==> src/rtl/ysyx_24100005_ifu_if.sv <==
// Instruction-memory port of the fetch unit.
//
// Handshake rules for this bus:
//   - A request transfers on a rising clock edge where req_valid && req_ready.
//     Once req_valid is raised, req_valid and addr hold until that edge.
//   - Exactly one response (rsp_valid high for one cycle, with rsp_data and
//     rsp_err) follows each transferred request, no earlier than the cycle
//     after the transfer. rsp_valid has no ready; the fetch unit always takes it.
//
// Signals:
//   req_valid  master -> slave  request pending
//   req_ready  slave  -> master memory accepts the request
//   addr       master -> slave  word-aligned fetch address
//   rsp_valid  slave  -> master response valid
//   rsp_data   slave  -> master instruction word
//   rsp_err    slave  -> master bus error on this response
interface ysyx_24100005_ifu_if #(
    parameter int ADDR_W = 32,
    parameter int DATA_W = 32
);
    logic              req_valid;
    logic              req_ready;
    logic [ADDR_W-1:0] addr;
    logic              rsp_valid;
    logic [DATA_W-1:0] rsp_data;
    logic              rsp_err;

    modport master (
        output req_valid,
        output addr,
        input  req_ready,
        input  rsp_valid,
        input  rsp_data,
        input  rsp_err
    );

    modport slave (
        input  req_valid,
        input  addr,
        output req_ready,
        output rsp_valid,
        output rsp_data,
        output rsp_err
    );
endinterface

==> src/rtl/ysyx_24100005_ifu.sv <==
// Instruction fetch unit.
//
// Takes the PC from the core, issues a single request on the instruction
// memory port, captures the response and presents it to the core with a
// valid/ready handshake. Misaligned PCs and memory errors are delivered as a
// fault (inst_err=1, inst=0) instead of an instruction.
//
// Ports:
//   clk, rst          clock; asynchronous active-low reset
//   pc, pc_valid      fetch request from the core
//   flush             redirect: discard any in-flight or held fetch
//   inst, inst_err    delivered instruction / fault flag, valid with inst_valid
//   inst_valid        held high until inst_ready (or flush)
//   inst_ready        core consumes inst in this cycle
//   imem              instruction-memory port (master side)
//   fetch_cnt         number of deliveries taken by the core (wraps)
//   state_dbg         current FSM state: 0 IDLE, 1 REQ, 2 WAIT, 3 HOLD
//
// Core-side handshake: a delivery is taken on a rising edge where
// inst_valid && inst_ready && !flush; inst and inst_err hold while
// inst_valid is high.
//
// All outputs are decoded from registers only; no input reaches an output
// combinationally.
module ysyx_24100005_ifu #(
    parameter int ADDR_W = 32,
    parameter int DATA_W = 32,
    parameter int CNT_W  = 32
) (
    input  logic                clk,
    input  logic                rst,
    input  logic [ADDR_W-1:0]   pc,
    input  logic                pc_valid,
    input  logic                flush,
    output logic [DATA_W-1:0]   inst,
    output logic                inst_valid,
    input  logic                inst_ready,
    output logic                inst_err,
    ysyx_24100005_ifu_if.master imem,
    output logic [CNT_W-1:0]    fetch_cnt,
    output logic [1:0]          state_dbg
);

    typedef enum logic [1:0] {
        S_IDLE = 2'd0,
        S_REQ  = 2'd1,
        S_WAIT = 2'd2,
        S_HOLD = 2'd3
    } state_t;

    state_t            state_q, state_d;
    logic [ADDR_W-1:0] addr_q,  addr_d;
    logic [DATA_W-1:0] inst_q,  inst_d;
    logic              err_q,   err_d;
    logic              drop_q,  drop_d;
    logic [CNT_W-1:0]  cnt_q,   cnt_d;

    always_ff @(posedge clk or negedge rst) begin
        if (!rst) begin
            state_q <= S_IDLE;
            addr_q  <= '0;
            inst_q  <= '0;
            err_q   <= 1'b0;
            drop_q  <= 1'b0;
            cnt_q   <= '0;
        end else begin
            state_q <= state_d;
            addr_q  <= addr_d;
            inst_q  <= inst_d;
            err_q   <= err_d;
            drop_q  <= drop_d;
            cnt_q   <= cnt_d;
        end
    end

    always_comb begin
        state_d = state_q;
        addr_d  = addr_q;
        inst_d  = inst_q;
        err_d   = err_q;
        drop_d  = drop_q;
        cnt_d   = cnt_q;

        unique case (state_q)
            S_IDLE: begin
                // A flush in the same cycle cancels the request outright.
                if (pc_valid && !flush) begin
                    if (pc[1:0] == 2'b00) begin
                        addr_d  = {pc[ADDR_W-1:2], 2'b00};
                        state_d = S_REQ;
                    end else begin
                        // Misaligned: report a fault without touching memory.
                        inst_d  = '0;
                        err_d   = 1'b1;
                        state_d = S_HOLD;
                    end
                end
            end

            S_REQ: begin
                // The request is never withdrawn once raised; a flush only
                // marks its response to be thrown away.
                if (flush) begin
                    drop_d = 1'b1;
                end
                if (imem.req_ready) begin
                    state_d = S_WAIT;
                end
            end

            S_WAIT: begin
                if (imem.rsp_valid) begin
                    if (drop_q || flush) begin
                        drop_d  = 1'b0;
                        state_d = S_IDLE;
                    end else begin
                        inst_d  = imem.rsp_err ? '0 : imem.rsp_data;
                        err_d   = imem.rsp_err;
                        state_d = S_HOLD;
                    end
                end else if (flush) begin
                    drop_d = 1'b1;
                end
            end

            S_HOLD: begin
                // Flush wins over inst_ready: the delivery is not counted.
                if (flush) begin
                    state_d = S_IDLE;
                end else if (inst_ready) begin
                    cnt_d   = cnt_q + CNT_W'(1);
                    state_d = S_IDLE;
                end
            end

            default: begin
                state_d = S_IDLE;
            end
        endcase
    end

    assign inst           = inst_q;
    assign inst_err       = err_q;
    assign inst_valid     = (state_q == S_HOLD);
    assign imem.req_valid = (state_q == S_REQ);
    assign imem.addr      = addr_q;
    assign fetch_cnt      = cnt_q;
    assign state_dbg      = state_q;

endmodule

==> src/flat_wrapper.sv <==
// flat-port wrapper written by rule: the top's interface ports become plain ports
module ysyx_24100005_ifu_flat 
#(
    parameter int ADDR_W = 32,
    parameter int DATA_W = 32,
    parameter int CNT_W  = 32
)
  (clk, rst, pc, pc_valid, flush, inst, inst_valid, inst_ready, inst_err, fetch_cnt, state_dbg, imem_req_valid, imem_addr, imem_req_ready, imem_rsp_valid, imem_rsp_data, imem_rsp_err);
  ysyx_24100005_ifu_if #(.ADDR_W(ADDR_W), .DATA_W(DATA_W)) imem_i ();
  input  logic clk;
  input  logic rst;
  input  logic [ADDR_W-1:0] pc;
  input  logic pc_valid;
  input  logic flush;
  output logic [DATA_W-1:0] inst;
  output logic inst_valid;
  input  logic inst_ready;
  output logic inst_err;
  output logic [CNT_W-1:0] fetch_cnt;
  output logic [1:0] state_dbg;
  output wire logic [$bits(imem_i.req_valid)-1:0] imem_req_valid;
  output wire logic [$bits(imem_i.addr)-1:0] imem_addr;
  input wire logic [$bits(imem_i.req_ready)-1:0] imem_req_ready;
  input wire logic [$bits(imem_i.rsp_valid)-1:0] imem_rsp_valid;
  input wire logic [$bits(imem_i.rsp_data)-1:0] imem_rsp_data;
  input wire logic [$bits(imem_i.rsp_err)-1:0] imem_rsp_err;
  assign imem_req_valid = imem_i.req_valid;
  assign imem_addr = imem_i.addr;
  assign imem_i.req_ready = imem_req_ready;
  assign imem_i.rsp_valid = imem_rsp_valid;
  assign imem_i.rsp_data = imem_rsp_data;
  assign imem_i.rsp_err = imem_rsp_err;
  ysyx_24100005_ifu #(.ADDR_W(ADDR_W), .DATA_W(DATA_W), .CNT_W(CNT_W)) u_core (.clk(clk), .rst(rst), .pc(pc), .pc_valid(pc_valid), .flush(flush), .inst(inst), .inst_valid(inst_valid), .inst_ready(inst_ready), .inst_err(inst_err), .imem(imem_i), .fetch_cnt(fetch_cnt), .state_dbg(state_dbg));
endmodule
==> config.mk <==
export PLATFORM = sky130hd
export DESIGN_NAME = ysyx_24100005_ifu_flat
export DESIGN_NICKNAME = d
export VERILOG_FILES = /design/src/rtl/ysyx_24100005_ifu_if.sv /design/src/rtl/ysyx_24100005_ifu.sv /design/src/flat_wrapper.sv
export SDC_FILE = /design/constraint.sdc
export NUM_CORES = 1
export LEC_CHECK = 0
export CORE_ASPECT_RATIO = 1.5
export CORE_MARGIN = 5
export CORE_UTILIZATION = 46
export DETAILED_ROUTE_END_ITERATION = 10
export PLACE_DENSITY = 0.86
export SLEW_MARGIN = 40
export SYNTH_ARGS = -nofsm -noshare
export SYNTH_HDL_FRONTEND = slang
export SYNTH_SLANG_ARGS = --single-unit
==> constraint.sdc <==
create_clock -name clk -period 3.4 [get_ports clk]
set_clock_uncertainty 0.2 [all_clocks]
set_input_delay 0.68 -clock clk [delete_from_list [all_inputs] [get_ports clk]]
set_output_delay 0.68 -clock clk [all_outputs]
set_load 0.005 [all_outputs]
==> summary by stage, run 1 <==
Logic synthesis
Dividing the synthesized area by the synthesized cell count gives 13.4 um2. The sequential share of the synthesized area is 60.5%. The register bit total from synthesis is ~100.

sky130_fd_sc_hd__dfrtp_1 takes more of the synthesized area than any other cell. The number of distinct standard cells referenced by the synthesized netlist is 40. The share of Yosys cell area claimed by the top area cell type is 60.5%.

Counting flops with a built-in enable in the synthesized netlist gives 0. The most used flip-flop cell after synthesis is sky130_fd_sc_hd__dfrtp_1. The share of synthesized flip-flops with an asynchronous set or reset is between 90% and 100%. In the synthesized netlist, the number of instances is 303.

By area the synthesized netlist is led by sky130_fd_sc_hd__dfrtp_1 (61%), sky130_fd_sc_hd__mux2_2 (8.1%), sky130_fd_sc_hd__a22o_1 (6.9%). The synthesis warning total is 0. The mapped netlist covers 4050 um2.

Floorplan
For this design the top-level I/O count stands at ~170. The die covers 10800 um2. The number of standard-cell rows in the floorplan is 42. The die width is 86.6 um.

The floorplan step set the die height to 125 um. The core footprint is 8720 um2. The starting density of the core is 46.5%.

Detailed routing
The detailed-routing iteration count for the pre-antenna-repair pass is 4. The average routed wire per standard cell is 19.3 um. In this run, the number of DRC markers left after iteration 0 of detailed routing was between 100 and 150. The count of unresolved DRC violations after routing is 0. The via total after detailed routing is 3158.

The via-per-instance ratio is 5.35. The count of nets left with antenna violations once routing finished came out at 0. For this block, the routed nets add up to 11400 um of wire.

Worst setup path
Measured in cells, the most critical reg-to-reg path has a length of 7. The largest driver fanout on the critical path is 33. The beginning of the worst register-to-register path is u_core.state_dbg[1]$_DFFE_PN0P_. The type of origin of the critical path is an input port. For flop-to-flop paths, the worst setup slack is 0.90 ns.

The endpoint of the worst register-to-register path is u_core.imem.addr[17]$_DFFE_PN0P_. STA puts the critical path data arrival time at 2.64 ns. The critical path required time is 3.43 ns. The critical path start-end classification is in2reg. The endpoint type of the worst setup path is a flip-flop.

Finish
The area added between synthesis and finish is 53.0%. Of the cells placed in the final design, the portion with a size suffix greater than 1 is between 10 and 15%. Leaving out fill and tap cells, the most frequent cells in the layout are sky130_fd_sc_hd__clkdlybuf4s50_1 (169), sky130_fd_sc_hd__dfrtp_1 (98), sky130_fd_sc_hd__a22o_1 (32), sky130_fd_sc_hd__mux2_2 (29), sky130_fd_sc_hd__xor2_1 (21). The area taken by multi-input logic gates is 1480 um2. Counting the fill cells in the layout gives 609. The number of nets in the layout is about 550. The leading cell type in the layout, fill and taps excluded is sky130_fd_sc_hd__clkdlybuf4s50_1. The repair_antennas step left the layout with diodes totalling 0. Registers take ~2500 um2.

STA
The worst max-slew margin expressed relative to the limit is 57.4%. After layout, the worst path uses between 70 and 80% of the clock period. The count of pins over their slew limit came to 0. The worst-case setup margin in the final layout is 0.783 ns. Setup repair after global routing left no endpoint under its margin. The number of setup violations in the final report is 0.

The maximum achievable frequency is around 0.38 GHz. The minimum clock period is 2.62 ns. For the final routed database, the setup TNS stands at 0 ns.

At the pin with the least slew margin, the transition time is 0.639 ns. The hold violation total from the final report came to 0.

Pwr
The share of total power dissipated in the clock network is 28.5%. The switching power share of the total is ~26%. The switching power total is 1.09 mW.

The largest voltage drop on the vdd net is just under 0.0004 V. Registers are responsible for 39.3% of the overall power. The internal power of the cells totals 3.12 mW. In this run the power density over the cells is between 600 and 700 nW/um2. The power after layout is approximately 4.2 mW.

The part of the power in combinational logic is 32.2%. The static leakage power is 2.82 nW.

Clock tree
The cell at the root of the clock tree is sky130_fd_sc_hd__clkbuf_16. The clock sink total is 98. The clock-pin slew on the worst setup and hold paths is 0.06 ns. The TritonCTS clock tree is done. The post-cts resize count is 0. Clock latency on the worst-skew pair, taken at its later pin, is 0.34 ns.

In this run, post-CTS hold repair placed 0 buffers. Buffers inserted during clock tree synthesis total 9. The H-tree level count is 3. The deepest clock path buffer count is 2.

Once the clock tree was built, the setup fixing pass inserted 0 buffers.

Placed design
The worst setup slack after placement is 0.507 ns. Routability-driven placement finished with a final weighted congestion of 0.823. The HPWL after detailed placement is around 8500 um.

The count of port buffers added during placement is 170.

Run status
The flow ran to the end, and the final reports show no timing, DRC or antenna violations.

Flow run
Across the run, the number of max-cap violations was 0.

Hold path
The worst hold path belongs to the class in2async.

Global route
The number of global-route vias before repair came to 3404. The number of antenna violations at the first check in global routing was 0. The largest net degree at the start of global routing is 52. The remaining global-route overflow is 0.

Across every metal layer, demand over resource in global routing totals between 20% and 30%. The wire length of the first global-routing pass is around 18000 um.
power by group through the flow:
stage	sequential, mW	clock, mW	combinational [mW]
6_report	1.66	1.20	1.36
5_1_grt	1.70	1.27	1.46
4_1_cts	1.66	1.22	1.38
3_5_place_dp	1.68	0	1.37
3_3_place_gp	1.66	0	1.32
2_1_floorplan	1.68	0	0.499
registers in the layout, summed over array words and instances (netlist names):
signal            cells
u_core.inst          32
u_core.imem.addr     30
u_core.state_dbg      2
u_core.inst_err       1
u_core.fetch_cnt     32
u_core.drop_q         1
cells by family after synthesis:
| group | synth area share [%] |
|---|---|
| mux | 8.86 |
| other cells | 0.0925 |
| buf+inv | 3.21 |
| xor+xnor | 6.70 |
| flops | 60.5 |
| fa+ha+maj | 1.54 |
| simple gates | 10.7 |
| compound gates | 8.43 |
worst max-delay path, cell delays in order:
cell and delay (ns):
sky130_fd_sc_hd__clkdlybuf4s50_1 0.51, sky130_fd_sc_hd__or3b_4 0.45, sky130_fd_sc_hd__o21ai_0 0.11, sky130_fd_sc_hd__or3b_1 0.39
sky130_fd_sc_hd__buf_4 0.26, sky130_fd_sc_hd__a22o_1 0.23
area by class of cell:
type | instances | share of cell area (%)
Sequential cell | 98 | 39.5
Timing Repair Buffer | 176 | 28.1
Multi-Input combinational cell | 183 | 23.9
Clock buffer | 9 | 3.63
Tap cell | 110 | 2.22
Clock inverter | 6 | 2.10
Inverter | 8 | 0.484
how the worst max path moves through the flow:
stage | to | slack (ns) | startpoint
after CTS | u_core.inst[30]$_DFFE_PN0P_ | 0.79 | flush
final | u_core.inst[30]$_DFFE_PN0P_ | 0.78 | flush
after global routing | u_core.imem.addr[17]$_DFFE_PN0P_ | 0.66 | u_core.state_dbg[1]$_DFFE_PN0P_
after floorplan | u_core.inst[0]$_DFFE_PN0P_ | 1.14 | u_core.state_dbg[0]$_DFFE_PN0P_
after detailed placement | u_core.inst[20]$_DFFE_PN0P_ | 0.51 | flush
after global placement | u_core.inst[26]$_DFFE_PN0P_ | 0.58 | flush
metal layers:
| metal | wire length [um] | part of all wire, % | vias to the layer above | GRT usage (%) |
|---|---|---|---|---|
| met5 | 0 | 0 | - | 0 |
| met4 | 288 | 2.5 | 0 | 8.35 |
| met3 | 851 | 7.5 | 20 | 6.32 |
| met2 | 6110 | 54 | 133 | 37.5 |
| met1 | 4170 | 36 | 1585 | 25.6 |
| li1 | - | - | 1420 | - |
Yosys cell counts, drive strengths merged, types with 5 or more instances:
cell type  count
buf           11
ha             5
xnor2         10
nand2         12
inv            8
dfrtp         98
a22o          32
nor3          13
xor2          21
mux2          31
nand4         10
nor2           7
nand3          6
nor4           5
metrics by stage:
stage / hold slack, ns / area [um2] / utilization, % / instances
5_1_grt: 0.199 / 6200 / 71.1 / 590
3_5_place_dp: 0.261 / 5850 / 67.0 / 575
3_3_place_gp: 0.256 / 5850 / 67.0 / 575
6_report: 0.158 / 6200 / 71.1 / 590
4_1_cts: 0.165 / 6200 / 71.1 / 590
2_1_floorplan: 0.184 / 4060 / - / 304
Power figures use the tool's default switching activity.
==> run 2, diff against run 1 <==
--- a/config.mk
+++ b/config.mk
@@ -7,9 +7,9 @@
 export LEC_CHECK = 0
 export CORE_ASPECT_RATIO = 1.5
 export CORE_MARGIN = 5
-export CORE_UTILIZATION = 46
+export CORE_UTILIZATION = 38
 export DETAILED_ROUTE_END_ITERATION = 10
-export PLACE_DENSITY = 0.86
+export PLACE_DENSITY = 0.76
 export SLEW_MARGIN = 40
 export SYNTH_ARGS = -nofsm -noshare
 export SYNTH_HDL_FRONTEND = slang
==> constraint.sdc (replaced) <==
create_clock -name clk -period 2.15 [get_ports clk]
set_clock_uncertainty 0.2 [all_clocks]
set_input_delay 0.43 -clock clk [delete_from_list [all_inputs] [get_ports clk]]
set_output_delay 0.43 -clock clk [all_outputs]
set_load 0.005 [all_outputs]
==> run 2 against run 1 <==
Against the previous run:
- first-iteration DRC count shrank 62%
- largest cell class unchanged
- the flow now finishes with violations (negative setup slack)
- wire length grew 1.9%
- die area grew 19%
- clock power grew 51%
- global-route usage shrank 3.8 points
- critical endpoint is now u_core.inst[19]$_DFFE_PN0P_
==> summary by stage, run 2 (synthesis results as in run 1) <==
Run status
The run finished, with violations left. The final reports fail on negative setup slack.

STA
Dividing the final minimum period by the clock period gives 104%. The worst-case setup margin in the final layout is -0.0762 ns (-0.860 ns). The number of setup violations in the final report was 32 (+32). For the finished layout, the period the worst path requires is 2.23 ns. The hold violation total from the final report is 0 (unchanged). The count of pins over their slew limit came to 0 (unchanged). The maximum achievable frequency is 0.449 GHz. Setup repair after global routing could not meet its margin everywhere.

Pwr
The largest voltage drop on the vdd net is 0.000451 V (+17%). The power per standard cell area is 1060 nW/um2 (+56%). The static leakage power is 3.01 nW (+6.6%).

Clock tree
The deepest clock path buffer count is 2 (unchanged). The clock-pin slew on the worst setup and hold paths is 0.06 ns (about the same). The clock latency reported for the late side of the worst-skew pair came to 0.34 ns (about the same). The cell at the root of the clock tree is sky130_fd_sc_hd__clkbuf_16. The number of buffers inserted during clock tree synthesis is 9 (unchanged). The clock sink total came to 98 (unchanged). TritonCTS built the clock tree.

The H-tree level count came to 3 (unchanged).

Hold path
The kind of path behind the tightest hold check is reg2reg.

Finish
The count of inserted antenna diode cells is 0 (unchanged). The total non-filler cell area in the finished layout came to 6610 um2 (+6.6%). The fraction of final layout cells with drive strength greater than 1 is 19.3% (+7.3 points). The top cell types in the final layout, fill and taps aside, are sky130_fd_sc_hd__clkdlybuf4s50_1 (166), sky130_fd_sc_hd__dfrtp_1 (98), sky130_fd_sc_hd__a22o_1 (32), sky130_fd_sc_hd__buf_4 (31), sky130_fd_sc_hd__mux2_2 (29). The area growth from synthesis to layout is 63.1%. The number of nets in the layout is 584 (+5.6%).

The leading cell type in the layout, fill and taps excluded is sky130_fd_sc_hd__clkdlybuf4s50_1. The final cell count without fillers is 656 (+11%).

Placed design
The final weighted congestion of routability-driven global placement is 0.847 (+3.0%). The count of port buffers added during placement is 170 (unchanged). The placed cell area was 6120 um2 (+4.6%). The post-placement cell count came to 631 (+9.7%).

The HPWL after detailed placement is 8470 um (-0.20%).

Worst setup path
The kind of cell with the highest combined delay on the critical path is simple AND/OR/NAND/NOR gates. The critical path required time is 2.17 ns (-1.26 ns). The type of origin of the critical path is a flip-flop.

The critical path goes through inv_2, ha_4, or3b_4, o21ai_2, or3b_4, buf_12, a22o_1. The worst setup path is of the reg2reg kind. The largest driver fanout on the critical path is 17 (-48%). In this run the critical register-to-register path is captured at u_core.inst[19]$_DFFE_PN0P_. The delay of the slowest critical-path stage is 0.47 ns (-0.04 ns). The number of buffers and inverters on the critical path came to 2 (unchanged). The most numerous cell type found on the critical path is sky130_fd_sc_hd__or3b_4. The number of logic stages on the critical path including buffering is 7 (+1). The worst setup slack for register-to-register paths is -0.08 ns (-0.98 ns). The highest-delay cell along the critical path is sky130_fd_sc_hd__or3b_4. The startpoint identified for the worst register-to-register timing path is u_core.state_dbg[0]$_DFFE_PN0P_.

The data arrival time at the worst-slack endpoint is 2.25 ns (-0.39 ns). The worst setup path is captured at a flip-flop. The critical path ends at u_core.inst[19]$_DFFE_PN0P_. In this run the worst setup path begins at u_core.state_dbg[0]$_DFFE_PN0P_. The worst-case reg-to-reg path depth is 7 (unchanged).

Floorplan
The top-level I/O count was 173 (unchanged). The die area was 12900 um2 (+19%). The core footprint is 10500 um2 (+21%).

The height of the die is 136 um (+9.2%). The starting density of the core is 38.5% (-8.0 points). The die width is 94.3 um (+8.9%). The number of standard-cell rows in the floorplan is 46 (+9.5%).

Detailed routing
The via-per-instance ratio is 4.90 (-8.4%). The overall routed net length is 11600 um (+1.9%). The average routed wire per standard cell is 17.7 um (-8.4%). The detailed-routing iteration count for the pre-antenna-repair pass is 4 (unchanged). The remaining number of nets flagged by the antenna check after routing was 0 (unchanged).

The count of unresolved DRC violations after routing is 0 (unchanged). The DRC marker count from the first detailed-route iteration is 46 (-62%). The via total after detailed routing came to 3215 (+1.8%).

Global route
The global router's overall resource usage was 18.1% (-3.8 points). The largest net degree at the start of global routing is 53 (+1.9%). The number of global-route vias before repair came to 3505 (+3.0%). The remaining global-route overflow is 0 (unchanged). The wire length of the first global-routing pass is 17800 um (-2.7%). The number of antenna violations at the first check in global routing is 0 (unchanged).

Flow run
The max-capacitance violation count is 0 (unchanged).
-- run 2: changes by cell type in the layout (fill, tap and decap cells not counted), sizes merged --
cell / before / now
bufinv: 4 / 3
dlygate4sd3: 0 / 1
buf: 7 / 37
clkinvlp: 0 / 1
clkdlybuf4s50: 169 / 166
dlygate4sd2: 0 / 3
clkinv: 2 / 1
clkbuf: 9 / 11
-- run 2: per-stage QoR --
step / setup slack (ns) / power (mW) / setup TNS [ns] / utilization (%) / hold WS (ns)
floorplan: -0.0606 / 3.48 / -1.76 / - / -0.0656
global placement: -0.317 / 4.90 / -14.63 / 58.1 / 0.148
detailed placement: -0.326 / 5.00 / -16.66 / 58.1 / 0.157
CTS: -0.0582 / 7.08 / -1.16 / 62.4 / 0.269
global route: -0.135 / 7.38 / -3.50 / 62.7 / 0.298
finish: -0.0762 / 7.02 / -1.80 / 62.7 / 0.265
-- run 2: worst min-delay path by stage --
stage / end / cells past startpoint / startpoint / slack [ns]
floorplan: u_core.drop_q$_DFFE_PN0P_ / 0 / rst / -0.07
global placement: u_core.inst[24]$_DFFE_PN0P_ / 1 / rst / 0.15
detailed placement: u_core.inst[24]$_DFFE_PN0P_ / 1 / rst / 0.16
CTS: u_core.fetch_cnt[31]$_DFFE_PN0P_ / 1 / u_core.fetch_cnt[31]$_DFFE_PN0P_ / 0.27
global route: u_core.fetch_cnt[31]$_DFFE_PN0P_ / 1 / u_core.fetch_cnt[31]$_DFFE_PN0P_ / 0.30
finish: u_core.fetch_cnt[31]$_DFFE_PN0P_ / 1 / u_core.fetch_cnt[31]$_DFFE_PN0P_ / 0.27
-- run 2: cell type report --
| class | count | area (um2) |
|---|---|---|
| Inverter | 8 | 30.0 |
| Tap cell | 144 | 180 |
| Clock buffer | 11 | 233 |
| Fill cell | 821 | 3920 |
| Multi-Input combinational cell | 183 | 1550 |
| Sequential cell | 98 | 2450 |
| Timing Repair Buffer | 207 | 2070 |
| Clock inverter | 5 | 103 |
-- run 2: report_power, final --
group / internal (mW) / switching (mW)
combinational: 1.69 / 0.927
sequential: 2.32 / 0.276
clock: 1.14 / 0.673
total: 5.15 / 1.88
-- run 2: timing repair --
item	4_1_cts	5_1_grt
endpoints found under the hold margin	22	0
setup endpoints to repair	64	66
buffers inserted	6	0
gates resized for setup	10	8
cloned	2	0
pin swaps	0	1
hold buffers	1	0
-- run 2: per-layer routing --
layer / global-route usage [%] / wire, um
met5: 0 / 0
met4: 7.47 / 323
met3: 4.65 / 649
met2: 33.0 / 6380
met1: 19.6 / 4280
